===== src/rtl/pong_match_ctrl.sv =====
// Match sequencer for the two-bar LED-matrix pong game.
// It gates the ball engine, requests serve reloads, keeps both scores and
// produces the decimal-packed score value for the 7-segment driver.
//
// state      | meaning
// -----------+-----------------------------------------------------------
// IDLE       | power-up, waiting for the first serve press
// SERVE      | ball parked on the serving bar, counting down dly ticks
// RALLY      | ball engine free-running, watching for misses and pause
// PAUSED     | rally frozen until the next pause press
// POINT      | frozen ball shown after a miss, counting down dly ticks
// GAME_OVER  | a player reached WIN_SCORE, waiting for serve to restart
module pong_match_ctrl #(
    parameter logic [3:0] WIN_SCORE   = 4'd7,
    parameter logic [7:0] SERVE_DELAY = 8'd8,
    parameter logic [7:0] POINT_HOLD  = 8'd16
) (
    input  logic        CLK,
    input  logic        RSTn,
    input  logic        tick,
    input  logic        serve_p,
    input  logic        pause_p,
    input  logic        miss_up,
    input  logic        miss_down,
    output logic        ball_run,
    output logic        ball_load,
    output logic        serve_side,
    output logic [3:0]  score_p1,
    output logic [3:0]  score_p2,
    output logic [13:0] seg_value,
    output logic        game_over,
    output logic        winner,
    output logic [2:0]  state_o
);

    typedef enum logic [2:0] {
        ST_IDLE      = 3'd0,
        ST_SERVE     = 3'd1,
        ST_RALLY     = 3'd2,
        ST_PAUSED    = 3'd3,
        ST_POINT     = 3'd4,
        ST_GAME_OVER = 3'd5
    } state_t;

    // A zero delay parameter would never expire, so it is treated as one tick.
    localparam logic [7:0] SERVE_LOAD = (SERVE_DELAY == 8'd0) ? 8'd1 : SERVE_DELAY;
    localparam logic [7:0] POINT_LOAD = (POINT_HOLD  == 8'd0) ? 8'd1 : POINT_HOLD;

    state_t     state;
    state_t     state_nxt;
    logic [7:0] dly;
    logic [7:0] dly_nxt;
    logic [3:0] score_p1_nxt;
    logic [3:0] score_p2_nxt;
    logic       serve_side_nxt;
    logic       winner_nxt;
    logic       dly_expire;
    logic [3:0] score_p1_inc;
    logic [3:0] score_p2_inc;

    // Saturating score increments; the game normally ends before saturation matters.
    assign score_p1_inc = (score_p1 >= WIN_SCORE) ? WIN_SCORE : score_p1 + 4'd1;
    assign score_p2_inc = (score_p2 >= WIN_SCORE) ? WIN_SCORE : score_p2 + 4'd1;

    // Terminal count of the tick down-counter; <= guards against a stray zero.
    assign dly_expire = tick && (dly <= 8'd1);

    // Next-state and next-datapath decode.
    always_comb begin
        state_nxt      = state;
        dly_nxt        = dly;
        score_p1_nxt   = score_p1;
        score_p2_nxt   = score_p2;
        serve_side_nxt = serve_side;
        winner_nxt     = winner;

        case (state)
            ST_IDLE, ST_GAME_OVER: begin
                if (serve_p) begin
                    state_nxt      = ST_SERVE;
                    dly_nxt        = SERVE_LOAD;
                    score_p1_nxt   = 4'd0;
                    score_p2_nxt   = 4'd0;
                    serve_side_nxt = 1'b0;
                    winner_nxt     = 1'b0;
                end
            end
            ST_SERVE: begin
                if (dly_expire) begin
                    state_nxt = ST_RALLY;
                end else if (tick) begin
                    dly_nxt = dly - 8'd1;
                end
            end
            ST_RALLY: begin
                if (miss_up) begin
                    state_nxt      = ST_POINT;
                    dly_nxt        = POINT_LOAD;
                    score_p1_nxt   = score_p1_inc;
                    serve_side_nxt = 1'b1;
                end else if (miss_down) begin
                    state_nxt      = ST_POINT;
                    dly_nxt        = POINT_LOAD;
                    score_p2_nxt   = score_p2_inc;
                    serve_side_nxt = 1'b0;
                end else if (pause_p) begin
                    state_nxt = ST_PAUSED;
                end
            end
            ST_PAUSED: begin
                if (pause_p) begin
                    state_nxt = ST_RALLY;
                end
            end
            ST_POINT: begin
                if (dly_expire) begin
                    if (score_p1 == WIN_SCORE) begin
                        state_nxt  = ST_GAME_OVER;
                        winner_nxt = 1'b0;
                    end else if (score_p2 == WIN_SCORE) begin
                        state_nxt  = ST_GAME_OVER;
                        winner_nxt = 1'b1;
                    end else begin
                        state_nxt = ST_SERVE;
                        dly_nxt   = SERVE_LOAD;
                    end
                end else if (tick) begin
                    dly_nxt = dly - 8'd1;
                end
            end
            default: begin
                state_nxt = ST_IDLE;
            end
        endcase
    end

    // State, counter, scores and registered output decode.
    always_ff @(posedge CLK or negedge RSTn) begin
        if (!RSTn) begin
            state      <= ST_IDLE;
            dly        <= 8'd0;
            score_p1   <= 4'd0;
            score_p2   <= 4'd0;
            serve_side <= 1'b0;
            winner     <= 1'b0;
            ball_run   <= 1'b0;
            ball_load  <= 1'b0;
            game_over  <= 1'b0;
        end else begin
            state      <= state_nxt;
            dly        <= dly_nxt;
            score_p1   <= score_p1_nxt;
            score_p2   <= score_p2_nxt;
            serve_side <= serve_side_nxt;
            winner     <= winner_nxt;
            ball_run   <= (state_nxt == ST_RALLY);
            ball_load  <= (state_nxt == ST_SERVE) && (state != ST_SERVE);
            game_over  <= (state_nxt == ST_GAME_OVER);
        end
    end

    assign state_o   = state;
    assign seg_value = ({10'd0, score_p2} * 14'd100) + {10'd0, score_p1};

endmodule


===== config.mk =====
export PLATFORM = sky130hd
export DESIGN_NAME = pong_match_ctrl
export DESIGN_NICKNAME = d
export VERILOG_FILES = /design/src/rtl/pong_match_ctrl.sv
export SDC_FILE = /design/constraint.sdc
export NUM_CORES = 1
export LEC_CHECK = 0
export ABC_AREA = 1
export CORE_UTILIZATION = 43
export CTS_CLUSTER_SIZE = 14
export DETAILED_ROUTE_END_ITERATION = 8
export PLACE_DENSITY = 0.66
export SLEW_MARGIN = 0
export SYNTH_ARGS = -nofsm -noshare
export SYNTH_HDL_FRONTEND = slang
export SYNTH_SLANG_ARGS = --single-unit

===== constraint.sdc =====
create_clock -name CLK -period 2.3 [get_ports CLK]
set_input_delay 0.345 -clock CLK [delete_from_list [all_inputs] [get_ports CLK]]
set_output_delay 0.345 -clock CLK [all_outputs]
set_load 0.02 [all_outputs]

==> out/results.tsv <==
stage	metric	value	unit
die	rows	23	
clocking	clkTransAtPathRegs	0.10	ns
route	vias	1836	
place	numPortBuffers	34	
synthesis	synth_seq_area_share	31.2	%
critical_path	reg2reg_slack	0.45	ns
clocking	cts_sinks	24	
route	drt.antenna.violating_nets	0	
clocking	htree_levels	1	
pwr	irDropWorstVdd	629	uV
critical_path	cp-start-kind	register	
sta	post-route-period-util	114	%
die	die_h	68.9	um
global_routing	antenna_found_initial	0	
critical_path	required	1.96	ns
cells_and_area	area_growth	37.8	%
critical_path	endpoint_kind	primary output	
critical_path	crit_top_cell	ha_4	
clocking	cts_tree	done	
clocking	numCtsBuffers	3	
outcome	outcome	complete, but fails checks	
hold_path	hold_class	primary input to asynchronous set/reset pin	
sta	slew_violations	0	
outcome	violations	setup timing	
clocking	insertion_delay	0.27	ns
route	drt_iter0_drc	91	
critical_path	arrival	2.28	ns
sta	hold_violations	0	
die	die_w	68.9	um
place	place.gp.congestion	0.861	
die	start_util	46.4	%
cells_and_area	fin_area	0.00265	mm^2
critical_path	path_cells	ha_4 -> ha_4 -> inv_2 -> fa_2 -> inv_1 -> nand2_2 -> nor2_1 -> nand2_1 -> xor2_2 -> buf_6	
critical_path	cp_slowest_cell	fa_2	
die	fp.dieArea	0.00475	mm^2
route	firstDrtPassIters	4	
pwr	power_density	930	mW/mm^2
route	wl_per_cell	11.8	um
synthesis	yosysUniqueCellTypes	36	
cells_and_area	utilization	64.0	%
die	io_pins	37	
synthesis	synth.avg_cell_area	7.21	um^2
global_routing	grt_use_total	21.3	%
sta	worst_slack	-0.327	ns
critical_path	rr_worst_depth	11	
clocking	postCtsHoldBufs	0	
cells_and_area	layout-drive-gt1-share	24.4	%
clocking	clk_path_buf_depth	2	
global_routing	grt_max_degree	25	
route	via_per_inst	4.86	
critical_path	crit_path_max_incr_delay	0.46	ns
die	core-area	0.00414	mm^2
place	hpwl	3530	um
job	cap_violations	0	
cells_and_area	finalNetCount	353	
synthesis	synth_cells	267	
sta	grt_setup_unrepaired	true	
pwr	p_leak	0.00138	uW
critical_path	worstSetupPathType	register to primary output	
global_routing	grt_pass1_vias	1665	
clocking	cts-root-buf	clkbuf_8	
route	totalWireLength	4480	um
cells_and_area	antenna_cells	0	
route	post-route-drc-count	0	
critical_path	cp_max_fo	4	
global_routing	grt_pass1_wl	7610	um
synthesis	synth_area	0.00192	mm^2
sta	setup_viol	5	
sta	clock.fmax	381	MHz
global_routing	grt_overflow	0	
synthesis	ys_seq_elements	24	
synthesis	yosys_warnings	0	
sta	fin_crit	2.63	ns
sta	skew	0.0111	ns
place	placed_area	0.00257	mm^2
## worst max-delay path, delay by kind of cell, from the launching register on
kind / cells / cell delay (ns)
flops: 1 / 0.45
fa+ha+maj: 3 / 0.87
buf+inv: 3 / 0.25
simple gates: 3 / 0.25
xor+xnor: 1 / 0.19
## what timing repair did
action,in CTS,in global routing
gates resized for setup,34,11
endpoints found under the setup margin,9,8
pin swaps,3,0
setup buffers,1,0
## per-stage QoR
step | hold slack [ns] | setup slack, ns | cells | power, uW | setup TNS [ns]
final | 0.424 | -0.327 | 378 | 2470 | -1.24
after global routing | 0.472 | -0.437 | 378 | 2670 | -1.77
after CTS | 0.433 | -0.340 | 378 | 2480 | -1.30
after detailed placement | 0.515 | -0.494 | 373 | 2100 | -2.13
after global placement | 0.499 | -0.455 | 373 | 2080 | -2.00
after floorplan | 0.0494 | -0.0338 | 268 | 1670 | -0.0375
## cell families after synthesis
kind of cell	after synthesis	share of synthesized area [%]
flops	24	31.2
fa+ha+maj	17	11.8
other cells	1	0.195
compound gates	30	8.84
simple gates	131	31.0
xor+xnor	13	5.92
buf+inv	51	11.0
## layout by cell type, fill, tap and decap left out, types with 5 or more instances in the layout
cell type and count:
inv_1 36, nand2_1 63, a21oi_1 8, inv_2 7
nand4_1 5, nor2_1 26, o21ai_1 6, dfrtp_1 20
o21ai_0 9, nand3_1 19, buf_4 30, clkdlybuf4s50_1 25
ha_1 12, xor2_1 6
## final cells by class
type	instances	area (um^2)
clock inverter	1	30.0
tap	50	62.6
timing repair buffer	61	528
clock buffer	3	41.3
multi-input combinational	193	1210
sequential	24	606
inverter	46	176
fill	367	1490
## synthesized netlist by cell type
cell       number  area share (%)
nand2_2         3            0.98
nor3_1          1            0.26
clkinv_2        1            0.26
o211ai_1        2            0.78
conb_1          1            0.19
o31ai_1         1            0.39
fa_1            2             2.1
o2111ai_1       1            0.46
nand3_2         2             1.0
nand3_1        19             4.9
nand3b_1        1            0.39
clkinv_1        1            0.19
ha_1           15             9.8
inv_2           6             1.2
and3_1          1            0.33
a22oi_1         1            0.39
or2_4           1            0.46
o21ai_1         5             1.3
o21ai_0        10             2.6
o21a_1          1            0.39
o21ai_2         1            0.46
buf_2           1            0.26
or2_2           1            0.33
xor2_1         10             4.6
nand4_1         5             1.6
inv_4           1            0.33
inv_1          37             7.2
a21oi_1         8             2.1
nand3_4         1            0.91
dfrtp_1        24              31
nand2_1        64              12
buf_4           4             1.6
xnor2_1         3             1.4
nor3_4          1            0.85
nor2_2          3            0.98
nor2_1         28             5.5
## state kept, by name, summed over array words and instances (netlist names)
| register | cells |
|---|---|
| ball_load | 1 |
| ball_run | 1 |
| dly | 8 |
| game_over | 1 |
| score_p1 | 4 |
| score_p2 | 4 |
| serve_side | 1 |
| state_o | 3 |
| winner | 1 |
## metal layers
| layer | track usage [%] | up-vias | routed length [um] |
|---|---|---|---|
| li1 | - | 959 | - |
| met1 | 30.4 | 838 | 2260 |
| met2 | 34.6 | 35 | 2050 |
| met3 | 2.63 | 4 | 139 |
| met4 | 3.83 | 0 | 27 |
| met5 | 0 | - | 0 |
## path summary, 6_finish.rpt
path	start	endpoint
max reg2reg	dly[0]$_DFFE_PN0P_	dly[4]$_DFFE_PN0P_
max in group asynchronous	RSTn	score_p2[1]$_DFFE_PN0P_
min	RSTn	dly[1]$_DFFE_PN0P_
min reg2reg	serve_side$_DFFE_PN0P_	serve_side$_DFFE_PN0P_
min in group CLK	serve_side$_DFFE_PN0P_	serve_side$_DFFE_PN0P_
max	score_p2[0]$_DFFE_PN0P_	seg_value[10]
## where the power goes
group / switching, uW / internal [uW] / total, uW
Clock: 148 / 233 / 381
Sequential: 136 / 542 / 678
Combinational: 846 / 563 / 1410
Power figures use the tool's default switching activity.
